$ cat config.mk
export PLATFORM = sky130hd
export DESIGN_NAME = mem_bus_initiator_flat
export DESIGN_NICKNAME = d
export VERILOG_FILES = /design/src/rtl/mem_bus_initiator_pkg.sv /design/src/rtl/mem_bus_initiator_if.sv /design/src/rtl/mem_bus_initiator_byte_serializer.sv /design/src/rtl/mem_bus_initiator.sv /design/src/flat_wrapper.sv
export SDC_FILE = /design/constraint.sdc
export NUM_CORES = 1
export LEC_CHECK = 0
export ABC_AREA = 1
export ABC_CLOCK_PERIOD_IN_PS = 2750
export BUFFER_PORTS_ARGS = -buffer_cell sky130_fd_sc_hd__buf_2
export CAP_MARGIN = 20
export CORE_UTILIZATION = 48
export CTS_CLUSTER_SIZE = 30
export DETAILED_ROUTE_END_ITERATION = 12
export PLACE_DENSITY = 0.82
export REMOVE_ABC_BUFFERS = 1
export SYNTH_ARGS = -nofsm -noshare
export SYNTH_HDL_FRONTEND = slang
export SYNTH_SLANG_ARGS = --single-unit
$ cat constraint.sdc
create_clock -name clk -period 2.75 [get_ports clk]
set_clock_uncertainty 0.2 [all_clocks]
set_input_delay 0.1375 -clock clk [delete_from_list [all_inputs] [get_ports clk]]
set_output_delay 0.1375 -clock clk [all_outputs]
set_load 0.02 [all_outputs]
$ cat src/rtl/mem_bus_initiator_pkg.sv
// Shared types and protocol constants for the mem_bus_initiator byte-command bus master.
package mem_bus_initiator_pkg;

  typedef enum logic [2:0] {StOpc, StAddr, StData, StBus, StRsp} state_e;

  localparam logic [7:0] OPC_READ       = 8'h00;
  localparam logic [7:0] OPC_WRITE_MASK = 8'h80;
  localparam logic [7:0] ACK            = 8'hAA;
  localparam logic [7:0] ERR_OPC        = 8'hE0;
  localparam logic [7:0] ERR_ALIGN      = 8'hE1;
  localparam logic [7:0] ERR_TIMEOUT    = 8'hE2;

  // Write opcodes are 0x8S with a non-zero strobe nibble S.
  function automatic logic opc_is_write(input logic [7:0] opc);
    return ((opc & 8'hF0) == OPC_WRITE_MASK) && (opc[3:0] != 4'h0);
  endfunction

endpackage

$ cat src/rtl/mem_bus_initiator_if.sv
// Command/response byte streams plus picorv32 native memory bus, seen from the initiator.
interface mem_bus_initiator_if;
  logic [7:0]  cmd_byte;
  logic        cmd_byte_en;
  logic        cmd_ready;
  logic [7:0]  rsp_byte;
  logic        rsp_byte_en;
  logic        rsp_ready;
  logic        mem_valid;
  logic        mem_instr;
  logic        mem_ready;
  logic [31:0] mem_addr;
  logic [31:0] mem_wdata;
  logic [3:0]  mem_wstrb;
  logic [31:0] mem_rdata;

  modport master (
    input  cmd_byte, cmd_byte_en, rsp_ready, mem_ready, mem_rdata,
    output cmd_ready, rsp_byte, rsp_byte_en, mem_valid, mem_instr, mem_addr, mem_wdata, mem_wstrb
  );

  modport slave (
    output cmd_byte, cmd_byte_en, rsp_ready, mem_ready, mem_rdata,
    input  cmd_ready, rsp_byte, rsp_byte_en, mem_valid, mem_instr, mem_addr, mem_wdata, mem_wstrb
  );
endinterface

$ cat src/rtl/mem_bus_initiator_byte_serializer.sv
// Emits a loaded word as 1 or 4 bytes, LSB first, holding each byte until it is accepted.
module mem_bus_initiator_byte_serializer (
  input  logic        clk,
  input  logic        resetn,
  input  logic        load_i,
  input  logic [31:0] word_i,
  input  logic        four_i,
  output logic [7:0]  byte_o,
  output logic        valid_o,
  input  logic        ready_i,
  output logic        last_o
);

  logic [31:0] data_q, data_d;
  logic [2:0]  cnt_q, cnt_d;

  always_comb begin
    data_d = data_q;
    cnt_d  = cnt_q;
    if (load_i) begin
      data_d = word_i;
      cnt_d  = four_i ? 3'd4 : 3'd1;
    end else if ((cnt_q != 3'd0) && ready_i) begin
      data_d = {8'h00, data_q[31:8]};
      cnt_d  = cnt_q - 3'd1;
    end
  end

  always_ff @(posedge clk or negedge resetn) begin
    if (!resetn) begin
      data_q <= '0;
      cnt_q  <= '0;
    end else begin
      data_q <= data_d;
      cnt_q  <= cnt_d;
    end
  end

  assign byte_o  = data_q[7:0];
  assign valid_o = (cnt_q != 3'd0);
  assign last_o  = valid_o && ready_i && (cnt_q == 3'd1);

endmodule

$ cat src/rtl/mem_bus_initiator.sv
// Byte-serial command to native-bus single-word read/write initiator.
// Optional bus timeout: define MEM_BUS_INITIATOR_TIMEOUT_EN.
module mem_bus_initiator
  import mem_bus_initiator_pkg::*;
#(
  parameter int unsigned TIMEOUT_CYCLES = 1024,
  parameter int unsigned TO_W           = 11
) (
  input logic             clk,
  input logic             resetn,
  mem_bus_initiator_if.master bus
);

  if (TIMEOUT_CYCLES >= (64'd1 << TO_W)) begin : g_cfg_check
    $error("TO_W too narrow for TIMEOUT_CYCLES");
  end

  state_e      state_q, state_d;
  logic [1:0]  idx_q, idx_d;
  logic        write_q, write_d;
  logic [3:0]  wstrb_q, wstrb_d;
  logic [31:0] addr_q, addr_d;
  logic [31:0] wdata_q, wdata_d;

  logic        ser_load;
  logic [31:0] ser_word;
  logic        ser_four;
  logic        ser_last;
  logic        cmd_fire;
  logic        bus_abort;

  assign bus.cmd_ready = (state_q == StOpc) || (state_q == StAddr) || (state_q == StData);
  assign cmd_fire      = bus.cmd_byte_en && bus.cmd_ready;

`ifdef MEM_BUS_INITIATOR_TIMEOUT_EN
  logic [TO_W-1:0] to_q, to_d;

  always_comb begin
    to_d = '0;
    if (state_q == StBus && !bus.mem_ready) to_d = to_q + TO_W'(1);
  end

  always_ff @(posedge clk or negedge resetn) begin
    if (!resetn) to_q <= '0;
    else         to_q <= to_d;
  end

  // Abort on the cycle the count would reach the limit; mem_ready that cycle still wins.
  assign bus_abort = (state_q == StBus) && !bus.mem_ready &&
                     (to_q == TO_W'(TIMEOUT_CYCLES - 1));
`else
  assign bus_abort = 1'b0;
`endif

  always_comb begin
    state_d  = state_q;
    idx_d    = idx_q;
    write_d  = write_q;
    wstrb_d  = wstrb_q;
    addr_d   = addr_q;
    wdata_d  = wdata_q;
    ser_load = 1'b0;
    ser_word = '0;
    ser_four = 1'b0;
    unique case (state_q)
      StOpc: begin
        if (cmd_fire) begin
          idx_d = 2'd0;
          if (bus.cmd_byte == OPC_READ) begin
            write_d = 1'b0;
            wstrb_d = 4'h0;
            state_d = StAddr;
          end else if (opc_is_write(bus.cmd_byte)) begin
            write_d = 1'b1;
            wstrb_d = bus.cmd_byte[3:0];
            state_d = StAddr;
          end else begin
            ser_load = 1'b1;
            ser_word = {24'h0, ERR_OPC};
            state_d  = StRsp;
          end
        end
      end
      StAddr: begin
        if (cmd_fire) begin
          addr_d = {bus.cmd_byte, addr_q[31:8]};
          idx_d  = idx_q + 2'd1;
          if (idx_q == 2'd3) begin
            if (write_q) begin
              state_d = StData;
            end else if (addr_d[1:0] != 2'b00) begin
              ser_load = 1'b1;
              ser_word = {24'h0, ERR_ALIGN};
              state_d  = StRsp;
            end else begin
              state_d = StBus;
            end
          end
        end
      end
      StData: begin
        if (cmd_fire) begin
          wdata_d = {bus.cmd_byte, wdata_q[31:8]};
          idx_d   = idx_q + 2'd1;
          if (idx_q == 2'd3) begin
            if (addr_q[1:0] != 2'b00) begin
              ser_load = 1'b1;
              ser_word = {24'h0, ERR_ALIGN};
              state_d  = StRsp;
            end else begin
              state_d = StBus;
            end
          end
        end
      end
      StBus: begin
        if (bus.mem_ready) begin
          ser_load = 1'b1;
          ser_word = write_q ? {24'h0, ACK} : bus.mem_rdata;
          ser_four = !write_q;
          state_d  = StRsp;
        end else if (bus_abort) begin
          ser_load = 1'b1;
          ser_word = {24'h0, ERR_TIMEOUT};
          state_d  = StRsp;
        end
      end
      StRsp: begin
        if (ser_last) state_d = StOpc;
      end
      default: state_d = StOpc;
    endcase
  end

  always_ff @(posedge clk or negedge resetn) begin
    if (!resetn) begin
      state_q <= StOpc;
      idx_q   <= '0;
      write_q <= 1'b0;
      wstrb_q <= '0;
      addr_q  <= '0;
      wdata_q <= '0;
    end else begin
      state_q <= state_d;
      idx_q   <= idx_d;
      write_q <= write_d;
      wstrb_q <= wstrb_d;
      addr_q  <= addr_d;
      wdata_q <= wdata_d;
    end
  end

  mem_bus_initiator_byte_serializer u_ser (
    .clk     (clk),
    .resetn  (resetn),
    .load_i  (ser_load),
    .word_i  (ser_word),
    .four_i  (ser_four),
    .byte_o  (bus.rsp_byte),
    .valid_o (bus.rsp_byte_en),
    .ready_i (bus.rsp_ready),
    .last_o  (ser_last)
  );

  assign bus.mem_valid = (state_q == StBus);
  assign bus.mem_instr = 1'b0;
  assign bus.mem_addr  = {addr_q[31:2], 2'b00};
  assign bus.mem_wdata = wdata_q;
  assign bus.mem_wstrb = wstrb_q;

endmodule
$ cat src/flat_wrapper.sv
// flat-port wrapper written by rule: the top's interface ports become plain ports
module mem_bus_initiator_flat import mem_bus_initiator_pkg::*;
#(
  parameter int unsigned TIMEOUT_CYCLES = 1024,
  parameter int unsigned TO_W           = 11
)
  (clk, resetn, bus_cmd_byte, bus_cmd_byte_en, bus_rsp_ready, bus_mem_ready, bus_mem_rdata, bus_cmd_ready, bus_rsp_byte, bus_rsp_byte_en, bus_mem_valid, bus_mem_instr, bus_mem_addr, bus_mem_wdata, bus_mem_wstrb);
  mem_bus_initiator_if bus_i ();
  input logic clk;
  input logic resetn;
  input wire logic [$bits(bus_i.cmd_byte)-1:0] bus_cmd_byte;
  input wire logic [$bits(bus_i.cmd_byte_en)-1:0] bus_cmd_byte_en;
  input wire logic [$bits(bus_i.rsp_ready)-1:0] bus_rsp_ready;
  input wire logic [$bits(bus_i.mem_ready)-1:0] bus_mem_ready;
  input wire logic [$bits(bus_i.mem_rdata)-1:0] bus_mem_rdata;
  output wire logic [$bits(bus_i.cmd_ready)-1:0] bus_cmd_ready;
  output wire logic [$bits(bus_i.rsp_byte)-1:0] bus_rsp_byte;
  output wire logic [$bits(bus_i.rsp_byte_en)-1:0] bus_rsp_byte_en;
  output wire logic [$bits(bus_i.mem_valid)-1:0] bus_mem_valid;
  output wire logic [$bits(bus_i.mem_instr)-1:0] bus_mem_instr;
  output wire logic [$bits(bus_i.mem_addr)-1:0] bus_mem_addr;
  output wire logic [$bits(bus_i.mem_wdata)-1:0] bus_mem_wdata;
  output wire logic [$bits(bus_i.mem_wstrb)-1:0] bus_mem_wstrb;
  assign bus_i.cmd_byte = bus_cmd_byte;
  assign bus_i.cmd_byte_en = bus_cmd_byte_en;
  assign bus_i.rsp_ready = bus_rsp_ready;
  assign bus_i.mem_ready = bus_mem_ready;
  assign bus_i.mem_rdata = bus_mem_rdata;
  assign bus_cmd_ready = bus_i.cmd_ready;
  assign bus_rsp_byte = bus_i.rsp_byte;
  assign bus_rsp_byte_en = bus_i.rsp_byte_en;
  assign bus_mem_valid = bus_i.mem_valid;
  assign bus_mem_instr = bus_i.mem_instr;
  assign bus_mem_addr = bus_i.mem_addr;
  assign bus_mem_wdata = bus_i.mem_wdata;
  assign bus_mem_wstrb = bus_i.mem_wstrb;
  mem_bus_initiator #(.TIMEOUT_CYCLES(TIMEOUT_CYCLES), .TO_W(TO_W)) u_core (.clk(clk), .resetn(resetn), .bus(bus_i));
endmodule
# Word level (Yosys, flattened, before mapping)

Index checks and enable logic that the tools add are counted.

Add/sub/neg operators: 2
Equality and inequality tests: 15
Muxes and demuxes: 52
Reduce and logical (&&, ||, !) cells: 22

Operators with widths:

| cell                                                             | count |
|---|---|
| 32-bit 2-to-1 mux                                                | 11 |
| 32-bit case mux with 4 select lines                              | 1 |
| 3-bit 2-to-1 mux                                                 | 15 |
| 8-bit 2-to-1 mux                                                 | 3 |
| 1-bit 2-to-1 mux                                                 | 15 |
| 3-bit case mux with 5 select lines                               | 1 |
| 2-bit by 1-bit != test with 1-bit output (second input constant) | 5 |
| 2-bit nonzero test                                               | 5 |
| 8-bit logical NOT                                                | 1 |
| 4-bit 2-to-1 mux                                                 | 2 |
| 7-bit AND reduction                                              | 1 |
| 3-bit by 1-bit == test with 1-bit output (second input constant) | 2 |
| 3-bit by 2-bit == test with 1-bit output (second input constant) | 2 |
| 2-bit != test (second input constant)                            | 3 |
| 3-bit AND reduction                                              | 2 |
| 4-bit == test (second input constant)                            | 1 |
| 1-bit logical AND                                                | 4 |
| 2-bit 2-to-1 mux                                                 | 2 |
| 1-bit case mux with 4 select lines                               | 1 |
| 2-bit case mux with 2 select lines                               | 1 |
| 2-bit AND reduction                                              | 2 |
| 4-bit nonzero test                                               | 1 |
| 3-bit == test (second input constant)                            | 1 |
| 3-bit logical NOT                                                | 1 |
| other kinds (7)                                                  | 8 |

Bits in registers: 109
Bits of input ports: 45
Output and inout bits: 80
Logic and storage cells: 99

# Depth between registers and ports, before layout

Gate-level depths: netlist of the first run.

Word-level depth: 7
Gate-level depth with buffers: 13
Mapped depth without buffers: 12

# By module

A second synthesis of the first run with hierarchy kept.

Cells, all modules: 685
Area total of the unflattened synthesis: 5,761.8 sq um

Modules (own cells, without submodules):

| module                            | instances | cells each | area each (sq um) | sequential area each (sq um) |
|---|---|---|---|---|
| mem_bus_initiator                 | 1         | 457        | 3,926.3           | 1,851.8 |
| mem_bus_initiator_byte_serializer | 1         | 228        | 1,835.5           | 875.8 |

# Worst setup path after synthesis of the first run

Ideal clock, no wire load.

Path kind: register to register
Start: register u_core.u_ser.cnt_q[0]
End: register u_core.u_ser.data_q[1]
Setup time: 113 ps
Data arrival time: 1,572 ps
Data required time: 2,437 ps
Slack: 865 ps
Stages on the path, launching flop included: 12
Path buffers: 1
Clock period less this slack: 1,885 ps
Cell sequence: dfrtp_1 -> inv_1 -> ha_1 -> nand2_1 -> nand2_1 -> inv_1 -> buf_2 -> nand2_1 -> nand2_1 -> nand2_1 -> nand2_1 -> inv_1

Cells in the longest elaborated chain, start to end: 3

Ends and longest elaborated chain:

| item                         | line                                    | text |
|---|---|---|
| from (decl)                  | mem_bus_initiator_byte_serializer.sv:15 | `logic [2:0] cnt_q, cnt_d;` |
| from (signal assigned)       | mem_bus_initiator_byte_serializer.sv:35 | `cnt_q <= cnt_d;` |
| 3-bit nonzero test           | n/a                                     |  |
| named net bus_rsp_byte_en    | flat_wrapper.sv:18                      | `output wire logic [$bits(bus_i.rsp_byte_en)-1:0] bus_rsp_byte_en;` |
| 1-bit logical AND            | mem_bus_initiator_byte_serializer.sv:23 | `end else if ((cnt_q != 3'd0) && ready_i) begin` |
| 2-bit nonzero test (no line) | n/a                                     |  |
| to (signal assigned)         | mem_bus_initiator_byte_serializer.sv:34 | `data_q <= data_d;` |
| to (decl)                    | mem_bus_initiator_byte_serializer.sv:14 | `logic [31:0] data_q, data_d;` |

The timed path passes the listed nets, and every way through them passes these cells.
A chain may end at the register's enable or synchronous reset.

# Worst setup path in the final report of the first run

Start: register u_core.u_ser.cnt_q[0]
End: register u_core.u_ser.data_q[24]

Cells in the longest elaborated chain, start to end: 3

Ends and longest elaborated chain:

| item                         | line |
|---|---|
| 3-bit nonzero test           | mem_bus_initiator_byte_serializer.sv:23 |
| 1-bit logical AND            | mem_bus_initiator_byte_serializer.sv:23 |
| 2-bit nonzero test (no line) | n/a |

Every way passes these cells.

==> results, run 1 <==
- The flow ran to the end, and the final reports show no timing, DRC or antenna violations.
- The worst setup slack before clock tree synthesis is 523 ps.
- The HPWL after detailed placement is 7.81 mm.
- The routed length per placed instance is 13.6 um.
- The multi-input combinational cells in the finished layout cover a total of 1810 sq um.
- Walking the worst path, the cells encountered are inv_1 > ha_1 > inv_1 > nand4_1 > nand2_1 > nand3_2 > nor2_4 > nand2_4 > nand2_4 > o21ai_0.
- The final critical-path setup slack is 477 ps.
- After clock tree synthesis, the repair step resized 0 gates.
- The design area is 6270 sq um.
- The die is 107 um wide.
- The transition at the pin with the smallest max-transition slack is 720 ps.
- The initial antenna violation count is 0.
- The number of DRC markers in iteration 0 is 296.
- The endpoint identified for the worst register-to-register timing path is u_core.u_ser.data_q[24].
- The placed cell area is 5650 sq um.
- The via total after detailed routing is 4372.
- The number of max-slew violations in the final report was 0.
- The filler cell count is 873.
- For this design the ratio of total power to cell area is 1080 nW/um^2.
- The root cell of the clock tree is sky130_fd_sc_hd__clkbuf_8.
- The number of distinct library cells after synthesis is 29.
- The peak per-stage delay on the critical path is 410 ps.
- The number of I/O pins is 125.
- Counting flops and latches in the post-synthesis netlist gives 109.
- The share of the Yosys chip area taken by registers is 0.516.
- The standard cell with the maximum stage delay on the critical path is sky130_fd_sc_hd__dfrtp_1.
- The share of cells above drive strength 1 is 0.237.
- The floorplan has 37 rows.
- The floorplan step defined a core boundary enclosing 10500 sq um.
- The post-route setup TNS is 0 ps.
- Entering global routing, the biggest net connects 62 pins.
- The leakage power is 3.53 nW.
- The number of antenna cells inserted is 0.
- The number of cells traversed by the worst register-to-register path is 10.
- The initial standard-cell utilization of the core is 0.503.
- The instance count after placement with tap cells included is 820.
- IR analysis of the VDD net gives a maximum drop of 0.529 mV.
- Routability-driven placement finished with a final weighted congestion of 0.838.
- The number of global-route vias before repair was 4302.
- The mapped netlist covers 5290 sq um.
- The post-CTS setup repair buffer count is 0.
- In this run the remaining antenna-violating nets after routing total 0.
- The tightest min-delay check is of the in2async type.
- STA classifies the critical path endpoint as a flip-flop.
- The worst-skew pair later-pin latency is 370 ps.
- In the finished design, the share of the clock period the worst path needs comes to 0.827.
- The normalized max-slew margin is 0.518.
- Measured on the finished design, the core utilization comes to 0.597.
- After the last flow step, the layout net total stands at 787.
- The routed design could run at a clock period as short as 2270 ps.
- The CTS clock-pin slew for the worst setup and hold paths is 110 ps.
- The first detailed-routing pass took 5 iterations.
- The startpoint of the lowest-slack register-to-register path is u_core.u_ser.cnt_q[0].
- Max-cap violations in this run came to 0.
- The worst reg-to-reg setup slack is 480 ps.
- The clock net sink count is 109.
- The worst-path maximum fanout is 53.
- After detailed routing, the number of remaining DRC violations is 0.
- The port buffer count is 121.
- The aggregate global-route resource usage is 0.220.
- The mean cell area of the mapped netlist is 8.50 sq um.
- The first global-routing pass estimated 19.6 mm of wire.
- The library cell used most frequently in the layout, excluding fill and tap cells, is sky130_fd_sc_hd__nand2_1.
- In the layout the commonest cells are sky130_fd_sc_hd__nand2_1, sky130_fd_sc_hd__buf_2, sky130_fd_sc_hd__dfrtp_1, sky130_fd_sc_hd__inv_1, sky130_fd_sc_hd__o21ai_0.
- The maximum clock path buffer count is 2.
- In this run, CTS created clock tree buffers numbering 9.
- Data on the critical path is required at its endpoint by 2790 ps.
- The die boundary height is 107 um.
- The category of the worst setup path launch point is a flip-flop.
- The clock tree from TritonCTS is done.
- Synthesis produced 622 cells.
- The count of H-tree levels built during CTS is 3.
- The total wirelength of the detailed-routed design is 12.0 mm.
- The total overflow left after global routing is 0.
- The area occupied by registers is 2730 sq um.
- The die outline area is 11400 sq um.
- Yosys printed 0 warnings.
- For the worst setup path, the data arrival time is 2320 ps.
- The upper clock frequency limit is 440 MHz.
- The area growth from synthesis to layout is 18.7%.
- The category of the most critical setup path is reg2reg.
- Setup repair after global routing left no endpoint under its margin.
- The ratio of routed vias to standard cells is 4.97.
- The filler-free cell count of the finished design is 879.
- The number of hold violations in the final report is 0.
- Setup violations remaining at the end of the flow were counted as 0.
## cells in the mapped netlist (all sizes together)
| master | instances | area (sq um) |
|---|---|---|
| mux2 | 14 | 158 |
| dfrtp | 109 | 2730 |
| nand4 | 4 | 25.0 |
| nand2 | 199 | 772 |
| nand3 | 31 | 170 |
| buf | 61 | 458 |
| xor2 | 1 | 8.76 |
| nor3 | 1 | 5.00 |
| nand3b | 10 | 75.1 |
| a21oi | 18 | 90.1 |
| o21ai | 53 | 280 |
| conb | 1 | 3.75 |
| ha | 4 | 50.1 |
| clkbuf | 6 | 22.5 |
| nor2 | 33 | 144 |
| a31oi | 1 | 6.26 |
| a21boi | 1 | 7.51 |
| inv | 75 | 282 |
## layout make-up
type,count,area share
clock buffer,10,0.0219
clock inverter,6,0.00858
inverter,75,0.0449
multi-input combinational,373,0.288
sequential,109,0.435
tap,136,0.0271
timing repair buffer,170,0.175
## power by group
part | total (W) | leakage (nW) | switching (W) | internal (W)
combinational | 0.00322 | 2.07 | 0.00214 | 0.00108
clock | 0.000935 | 0.0954 | 0.000564 | 0.000371
sequential | 0.00264 | 1.36 | 0.000395 | 0.00225
## worst max-delay path: cells and delay by family (launching register included)
| family | cells | cell delay (ps) |
|---|---|---|
| buffers and inverters | 2 | 130 |
| flip-flops | 1 | 410 |
| AND/OR/NAND/NOR | 6 | 1080 |
| adder cells (fa/ha/maj) | 1 | 210 |
| AO/OA/AOI/OAI | 1 | 120 |
## kinds of logic after synthesis
logic type | Yosys count | synth area share
compound gates | 73 | 0.0727
xor+xnor | 1 | 0.00166
fa+ha+maj | 4 | 0.00947
buf+inv | 142 | 0.144
flops | 109 | 0.516
mux | 14 | 0.0298
other cells | 1 | 0.000710
simple gates | 278 | 0.225
## stage by stage
step	total power, W	hold slack, ps
3_5_place_dp	0.00580	5.00
2_1_floorplan	0.00478	-358
5_1_grt	0.00733	136
3_3_place_gp	0.00563	-4.50
6_report	0.00680	127
4_1_cts	0.00680	34.0
## registers in the layout, summed over array words and instances (netlist names)
name / cells
u_core.bus.mem_wdata: 32
u_core.addr_q: 32
u_core.u_ser.cnt_q: 3
u_core.u_ser.data_q: 32
u_core.idx_q: 2
u_core.write_q: 1
u_core.state_q: 3
u_core.bus.mem_wstrb: 4
## worst max-delay path by stage
stage | start | endpoint | slack (ps)
after floorplan | u_core.state_q[0] | u_core.u_ser.cnt_q[0] | 370
after global placement | u_core.u_ser.cnt_q[0] | u_core.u_ser.data_q[31] | 630
after detailed placement | u_core.u_ser.cnt_q[0] | u_core.u_ser.data_q[24] | 520
after CTS | u_core.state_q[0] | u_core.u_ser.data_q[24] | 500
after global routing | u_core.u_ser.cnt_q[0] | u_core.u_ser.data_q[15] | 270
final | u_core.u_ser.cnt_q[0] | u_core.u_ser.data_q[24] | 480
## metal layers
layer  track usage  up-vias  share of wire
li1              -     2111              -
met1         0.267     2060           0.42
met2         0.366      147           0.50
met3        0.0322       54          0.038
met4         0.145        0          0.049
met5             0        -              0
## what timing repair did
action,CTS,global route
endpoints found under the setup margin,0,0
hold buffers,43,0
endpoints found under the hold margin,105,0
(Power assumes the default switching activity.)
==> run 2: changes to the inputs <==
--- a/config.mk
+++ b/config.mk
@@ -6,7 +6,7 @@
 export NUM_CORES = 1
 export LEC_CHECK = 0
 export ABC_AREA = 1
-export ABC_CLOCK_PERIOD_IN_PS = 2750
+export ABC_CLOCK_PERIOD_IN_PS = 2350
 export BUFFER_PORTS_ARGS = -buffer_cell sky130_fd_sc_hd__buf_2
 export CAP_MARGIN = 20
 export CORE_UTILIZATION = 48
==> constraint.sdc (replaced) <==
create_clock -name clk -period 2.35 [get_ports clk]
set_clock_uncertainty 0.2 [all_clocks]
set_input_delay 0.1175 -clock clk [delete_from_list [all_inputs] [get_ports clk]]
set_output_delay 0.1175 -clock clk [all_outputs]
set_load 0.02 [all_outputs]
==> run 2 against run 1 <==
Global-route usage shrank 0.62 points. Critical path depth rose by 3. Core utilization increased by 0.82 points. Largest cell class unchanged. Sequential power increased by 17%. Critical endpoint is now u_core.u_ser.data_q[15]. Clock power rose by 26%. Combinational power increased by 21%. Worst hold slack worse by 81 ps. Routed wire length decreased by 1.5%. Clock-buffer cell count is 2 higher.
==> results, run 2 (synthesized netlist as in run 1, its figures left out) <==
- The flow ran to the end, and the final reports show no timing, DRC or antenna violations.
- In this design, the largest share of critical-path delay is due to simple AND/OR/NAND/NOR gates.
- After detailed routing, the number of vias per cell comes to 4.94.
- The port buffer count is 121.
- The portion of total power attributed to sequential cells is 0.377.
- Along the worst path, the maximum fanout reaches 26.
- The worst hold path class is in2reg.
- The most prevalent standard cell on the critical path is sky130_fd_sc_hd__nand2_1.
- The longest clock path from root to sink contains 2 buffers.
- The normalized max-slew margin is 0.556.
- Of the available clock period, the critical path in the final layout requires 0.910.
- The number of detailed-route iterations in the first pass is 7.
- The cell sitting at the root of the clock tree is a sky130_fd_sc_hd__clkbuf_8.
- Across the VDD grid, the largest voltage drop is 0.519 mV.
- The number of global-route vias before repair was 4281.
- The die boundary height is 107 um.
- Across the run, the number of max-cap violations was 0.
- The relative contribution of combinational cells to total power is 0.478.
- The number of I/O pins is 125.
- At the pin with the least slew margin, the transition time is 665 ps.
- Summed over all nets, the switching power comes to 0.00360 W.
- For this run, the slowest stage of the critical path takes 400 ps.
- The post-CTS setup repair buffer count is 0.
- The internal cell power is 0.00455 W.
- The routed design has 11.8 mm of wire.
- Data arrives at the worst endpoint at 2210 ps.
- The worst-skew pair later-pin latency is 370 ps.
- The share of cells above drive strength 1 is 0.239.
- The first-pass GRT wire length is 19.3 mm.
- Setup repair after global routing left no endpoint under its margin.
- STA classifies the critical path startpoint as a flip-flop.
- The repair_antennas step left the layout with diodes totalling 0.
- Routability-driven placement finished with a final weighted congestion of 0.833.
- The count of nets left with antenna violations once routing finished came out at 0.
- The leakage power is 3.56 nW.
- The aggregate global-route resource usage is 0.214.
- The H-tree was split into 3 levels.
- The library cells used most frequently in the layout, excluding fill and tap cells, are sky130_fd_sc_hd__nand2_1, sky130_fd_sc_hd__buf_2, sky130_fd_sc_hd__dfrtp_1, sky130_fd_sc_hd__inv_1, sky130_fd_sc_hd__o21ai_0.
- The smallest hold slack is 46.3 ps.
- The setup-violating endpoint count in the final report is 0.
- The number of design rule violations left after detail routing is 0.
- The clock tree from TritonCTS is done.
- The clock period could shrink to 2140 ps.
- By startpoint and endpoint, the worst setup path is classified as reg2reg.
- The floorplan has 37 rows.
- Of the total power, the share spent switching nets is 0.441.
- For this run the aggregate overflow at the end of global routing stands at 0.
- The area growth from synthesis to layout is 20.3%.
- The clock net sink count is 109.
- Buffers inserted during clock tree synthesis total 9.
- For this design the ratio of total power to cell area is 1280 nW/um^2.
- The initial antenna violation count came to 0.
- Among all stages on the critical path, the largest delay is contributed by sky130_fd_sc_hd__dfrtp_1.
- The pin count of the biggest net entering global routing is 57.
- The number of buffers and inverters on the critical path is 3.
- The floorplan step set the die width to 107 um.
- STA classifies the critical path endpoint as a flip-flop.
- The final route contains 4357 vias.
- The die outline area is 11400 sq um.
- The area of the core is 10500 sq um.
- At the worst endpoint, the required time is 2420 ps.
- After routing, the total negative slack on setup checks comes to 0 ps.
- The number of DRC markers in iteration 0 is 280.
- The CTS clock-pin slew for the worst setup and hold paths is 100 ps.
- The library cell used most frequently in the layout, excluding fill and tap cells, is sky130_fd_sc_hd__nand2_1.
- The number of hold violations in the final report was 0.
- The net total in the final layout is 790.
- The initial standard-cell utilization of the core is 0.503.
- The number of max-slew violations in the final report is 0.
- The upper clock frequency limit is 468 MHz.
- The HPWL after detailed placement is 7.85 mm.
- The routed length per placed instance is 13.4 um.
- The share of total power in the clock network is 0.145.
- The critical path goes through inv_1 > ha_1 > inv_1 > nand4_1 > nand2_1 > nand3_2 > nor2_4 > nand2_8 > buf_4 > nand2_1 > nand2_1 > nand2_1 > nand2_1.
-- run 2: cell count changes in the layout (fill, tap and decap cells not counted), sizes merged --
cell / before / now
clkbuf: 10 / 12
bufinv: 0 / 1
inv: 78 / 76
buf: 127 / 130
clkinvlp: 1 / 2
clkinv: 2 / 0
-- run 2: worst paths after layout --
check,cells after the start,slack (ps),endpoint,startpoint
setup / recovery,13,210,u_core.u_ser.data_q[15],u_core.u_ser.cnt_q[0]
hold / removal,6,50,u_core.u_ser.cnt_q[0],bus_mem_ready
setup reg to reg,13,210,u_core.u_ser.data_q[15],u_core.u_ser.cnt_q[0]
hold reg to reg,2,290,u_core.addr_q[0],u_core.addr_q[0]
max in group asynchronous,3,1130,u_core.bus.mem_wdata[10],resetn
min in group asynchronous,2,100,u_core.addr_q[26],resetn
-- run 2: per-layer routing --
layer,global-route usage,vias up,part of all wire
met4,0.138,0,0.049
met3,0.0267,53,0.042
met5,0,-,0
met1,0.265,2032,0.42
met2,0.354,155,0.49
li1,-,2117,-
-- run 2: power groups by stage --
| stage | Combinational [W] | Sequential, W | Clock (W) |
|---|---|---|---|
| 2_1_floorplan | 0.00187 | 0.00372 | 0 |
| 3_3_place_gp | 0.00362 | 0.00307 | 0 |
| 6_report | 0.00389 | 0.00308 | 0.00118 |
| 4_1_cts | 0.00385 | 0.00307 | 0.00122 |
| 5_1_grt | 0.00435 | 0.00316 | 0.00127 |
| 3_5_place_dp | 0.00378 | 0.00310 | 0 |
-- run 2: area by class of cell --
class | count | area (sq um)
clock inverter | 4 | 53.8
timing repair buffer | 173 | 1160
fill | 878 | 4150
inverter | 75 | 282
multi-input combinational | 373 | 1810
clock buffer | 12 | 155
tap | 136 | 170
sequential | 109 | 2730
-- run 2: through the flow --
step                setup WS (ps)  cells  utilization  power [W]  instance area (sq um)
floorplan                   -27.7    557            -    0.00559                   4810
global placement              359    823        0.543    0.00669                   5710
detailed placement            247    823        0.543    0.00689                   5710
CTS                           245    882        0.604    0.00814                   6350
global route                 12.8    882        0.605    0.00878                   6360
finish                        212    882        0.605    0.00815                   6360
-- run 2: tightest hold or removal path, stage by stage --
cell	delay [ps]
sky130_fd_sc_hd__buf_2	110
sky130_fd_sc_hd__nand2_1	80
sky130_fd_sc_hd__nor2_1	50
sky130_fd_sc_hd__inv_1	80
sky130_fd_sc_hd__nand3_2	70
sky130_fd_sc_hd__nand2_1	60
-- run 2: timing repair --
action,in CTS,in global routing
hold buffers,43,0
setup endpoints to repair,0,1
endpoints found under the hold margin,105,0
resized for setup,0,1
==> run 3: changes to the inputs <==
--- a/config.mk
+++ b/config.mk
@@ -9,6 +9,7 @@
 export ABC_CLOCK_PERIOD_IN_PS = 2350
 export BUFFER_PORTS_ARGS = -buffer_cell sky130_fd_sc_hd__buf_2
 export CAP_MARGIN = 20
+export CORE_MARGIN = 2
 export CORE_UTILIZATION = 48
 export CTS_CLUSTER_SIZE = 30
 export DETAILED_ROUTE_END_ITERATION = 12
==> run 3 against run 2 <==
Register-to-register slack gained 90 ps. Combinational power shrank 2%. Core utilization shrank 1.9 points.
==> results, run 3 (synthesized netlist as in run 1, its figures left out) <==
- The number of cells on the worst reg-to-reg path is 13.
- The clock drives 109 sinks.
- The routing usage on met3 is 0.0347.
- The time the worst path needs with I/O delays and setup is 2050 ps.
- For this configuration, the core starts out at a cell density of 0.490.
- Headroom to the max-slew limit came out at 0.617.
- The global-route track usage on met1 is 0.281.
- Data arrives at the worst endpoint at 2130 ps.
- The filler cell count is 912.
- Along the worst path, the maximum fanout reaches 15.
- The worst register-to-register path begins at u_core.u_ser.cnt_q[0].
- After detailed routing, the average wire length per cell comes to 13.0 um.
- For the pin with the worst max-slew slack, the measured transition is 575 ps.
- The category of the worst setup path launch point is a flip-flop.
- The number of design rule violations left after detail routing is 0.
- The port buffer count is 121.
- For this run, the detailed router's first-pass iteration total came to 5.
- Using the TritonRoute via totals, the vias-per-cell ratio works out to 4.81.
- Counting along the longest clock path gives a buffer depth of 2.
- The critical path required time is 2430 ps.
- In this run, the number of DRC markers left after iteration 0 of detailed routing was 331.
- The first-pass GRT wire length is 19.4 mm.
- The most critical setup path has its endpoint at u_core.u_ser.data_q[8].
- Entering global routing, the biggest net connects 110 pins.
- The worst register-to-register path ends at u_core.u_ser.data_q[8].
- Summed over all cells, the static leakage comes to 3.55 nW.
- The total wirelength of the detailed-routed design is 11.5 mm.
- In the final layout, the multi-input gates occupy 1810 sq um.
- The filler-free cell count of the finished design is 885.
- The routed layout has 4258 vias.
- The worst reg-to-reg setup slack is 300 ps.
- The instance count after placement with tap cells included is 827.
- The die outline area is 11900 sq um.
- The number of I/O pins is 125.
- The count of H-tree levels built during CTS is 3.
- Summed over all layers, the global routing overflow is 0.
- The post-CTS setup repair buffer count is 0.
- The worst voltage drop across the vdd grid is 0.469 mV.
- The routability congestion estimate from global placement is 0.810.
- The launching instance or port of the critical path is u_core.u_ser.cnt_q[0].
- In the layout the commonest cells are sky130_fd_sc_hd__nand2_1, sky130_fd_sc_hd__buf_2, sky130_fd_sc_hd__dfrtp_1, sky130_fd_sc_hd__inv_1, sky130_fd_sc_hd__o21ai_0.
- The completed layout was analyzed and its total power is 0.00795 W.
- The area occupied by registers is 2730 sq um.
- In this run the remaining antenna-violating nets after routing total 0.
- The number of max-slew violations in the final report was 0.
- The repair_antennas step left the layout with diodes totalling 0.
- The later pin in the worst-skew pair is clocked with a latency of 370 ps.
- Clock-pin slew was measured on the worst setup and hold paths at 110 ps.
- The initial antenna violation count is 0.
- After global routing, the most crowded layer is met2.
- The floorplan step set the die height to 109 um.
- In the finished design, the share of the clock period the worst path needs comes to 0.872.
- The aggregate global-route resource usage is 0.208.
- The clock tree from TritonCTS is done.
- Counting the buffers created by CTS gives 9.
- The worst setup path is of the reg2reg kind.
- Static timing analysis puts the maximum clock frequency at 488 MHz.
- Measured along the x axis, the die boundary spans 109 um.
- In the final layout, the share of cells above drive strength 1 is 0.240.
- The area growth from synthesis to layout is 19.8%.
- STA classifies the critical path endpoint as a flip-flop.
- The most common library cell in the layout ignoring fill and taps is sky130_fd_sc_hd__nand2_1.
- The number of hold violations in the final report is 0.
- The worst hold path belongs to the class in2reg.
- The number of standard-cell rows in the floorplan is 38.
- The floorplan step defined a core boundary enclosing 10800 sq um.
- The power per standard cell area is 1260 nW/um^2.
- Setup repair after global routing left no endpoint under its margin.
- Setup violations remaining at the end of the flow were counted as 0.
- The net total in the final layout is 790.
- Adding up every negative setup slack in the final design gives 0 ps.
- The root cell of the clock tree is sky130_fd_sc_hd__clkbuf_8.
- Detailed placement ended at an HPWL of 7.46 mm.
- The number of global-route vias before repair is 4090.
- The run finished with clean final reports.
- For this run, global-route usage on met2 was measured as 0.329.
- The number of max-cap violations is 0.
[run 3: cell count changes in the layout (fill, tap and decap cells not counted)]
cell | before | now
sky130_fd_sc_hd__inv_6 | 1 | 3
sky130_fd_sc_hd__nand2_4 | 2 | 3
sky130_fd_sc_hd__clkbuf_1 | 1 | 0
sky130_fd_sc_hd__bufinv_16 | 1 | 0
sky130_fd_sc_hd__nor2_2 | 2 | 3
sky130_fd_sc_hd__nor2_1 | 29 | 28
sky130_fd_sc_hd__clkinv_8 | 0 | 1
sky130_fd_sc_hd__clkbuf_8 | 11 | 9
sky130_fd_sc_hd__nand2_8 | 1 | 0
[run 3: layer usage]
layer  vias up  share of wire
met5         -              0
li1       2120              -
met2       112           0.49
met3        30          0.041
met4         0          0.030
met1      1996           0.44
[run 3: area by class of cell]
type                       instances  share of cell area
clock buffer                       9              0.0196
clock inverter                     6             0.00909
inverter                          75              0.0445
multi-input combinational        373               0.286
sequential                       109               0.431
tap                              140              0.0277
timing repair buffer             173               0.183
[run 3: what timing repair did]
item	CTS	global route
gates resized for setup	0	0
hold endpoints to repair	166	0
endpoints found under the setup margin	0	0
hold buffers	43	0
[run 3: critical path: stages, from the launching register on]
cell and delay (ps):
sky130_fd_sc_hd__dfrtp_1 400, sky130_fd_sc_hd__inv_1 80, sky130_fd_sc_hd__ha_1 210, sky130_fd_sc_hd__inv_1 50
sky130_fd_sc_hd__nand4_1 80, sky130_fd_sc_hd__nand2_1 100, sky130_fd_sc_hd__nand3_2 90, sky130_fd_sc_hd__nor2_4 160
sky130_fd_sc_hd__nand2_4 160, sky130_fd_sc_hd__buf_4 230, sky130_fd_sc_hd__nand2_1 70, sky130_fd_sc_hd__nand2_1 40
sky130_fd_sc_hd__nand2_1 50, sky130_fd_sc_hd__nand2_1 50
[run 3: power by group]
part           switching (W)  leakage, nW  total, W  internal, W
sequential          0.000441         1.36   0.00307      0.00263
combinational        0.00247         2.10   0.00382      0.00135
clock               0.000664       0.0855   0.00106     0.000400
total                0.00357         3.55   0.00795      0.00438
[run 3: how the worst min path moves through the flow]
stage,start,to,slack [ps],depth (start not counted)
floorplan,resetn,u_core.addr_q[0],-380,0
global route,bus_mem_ready,u_core.u_ser.data_q[5],110,6
CTS,bus_mem_ready,u_core.u_ser.data_q[7],40,6
global placement,resetn,u_core.addr_q[6],50,2
finish,bus_mem_ready,u_core.state_q[1],60,7
detailed placement,resetn,u_core.addr_q[6],50,2
[run 3: per-stage QoR]
stage / hold slack (ps) / setup slack (ps) / cell area, sq um / util
after floorplan: -378 / -27.7 / 4810 / -
after CTS: 39.8 / 305 / 6330 / 0.586
final: 61.9 / 300 / 6330 / 0.586
after detailed placement: 45.3 / 322 / 5720 / 0.530
after global routing: 115 / 106 / 6330 / 0.586
after global placement: 46.4 / 374 / 5720 / 0.530
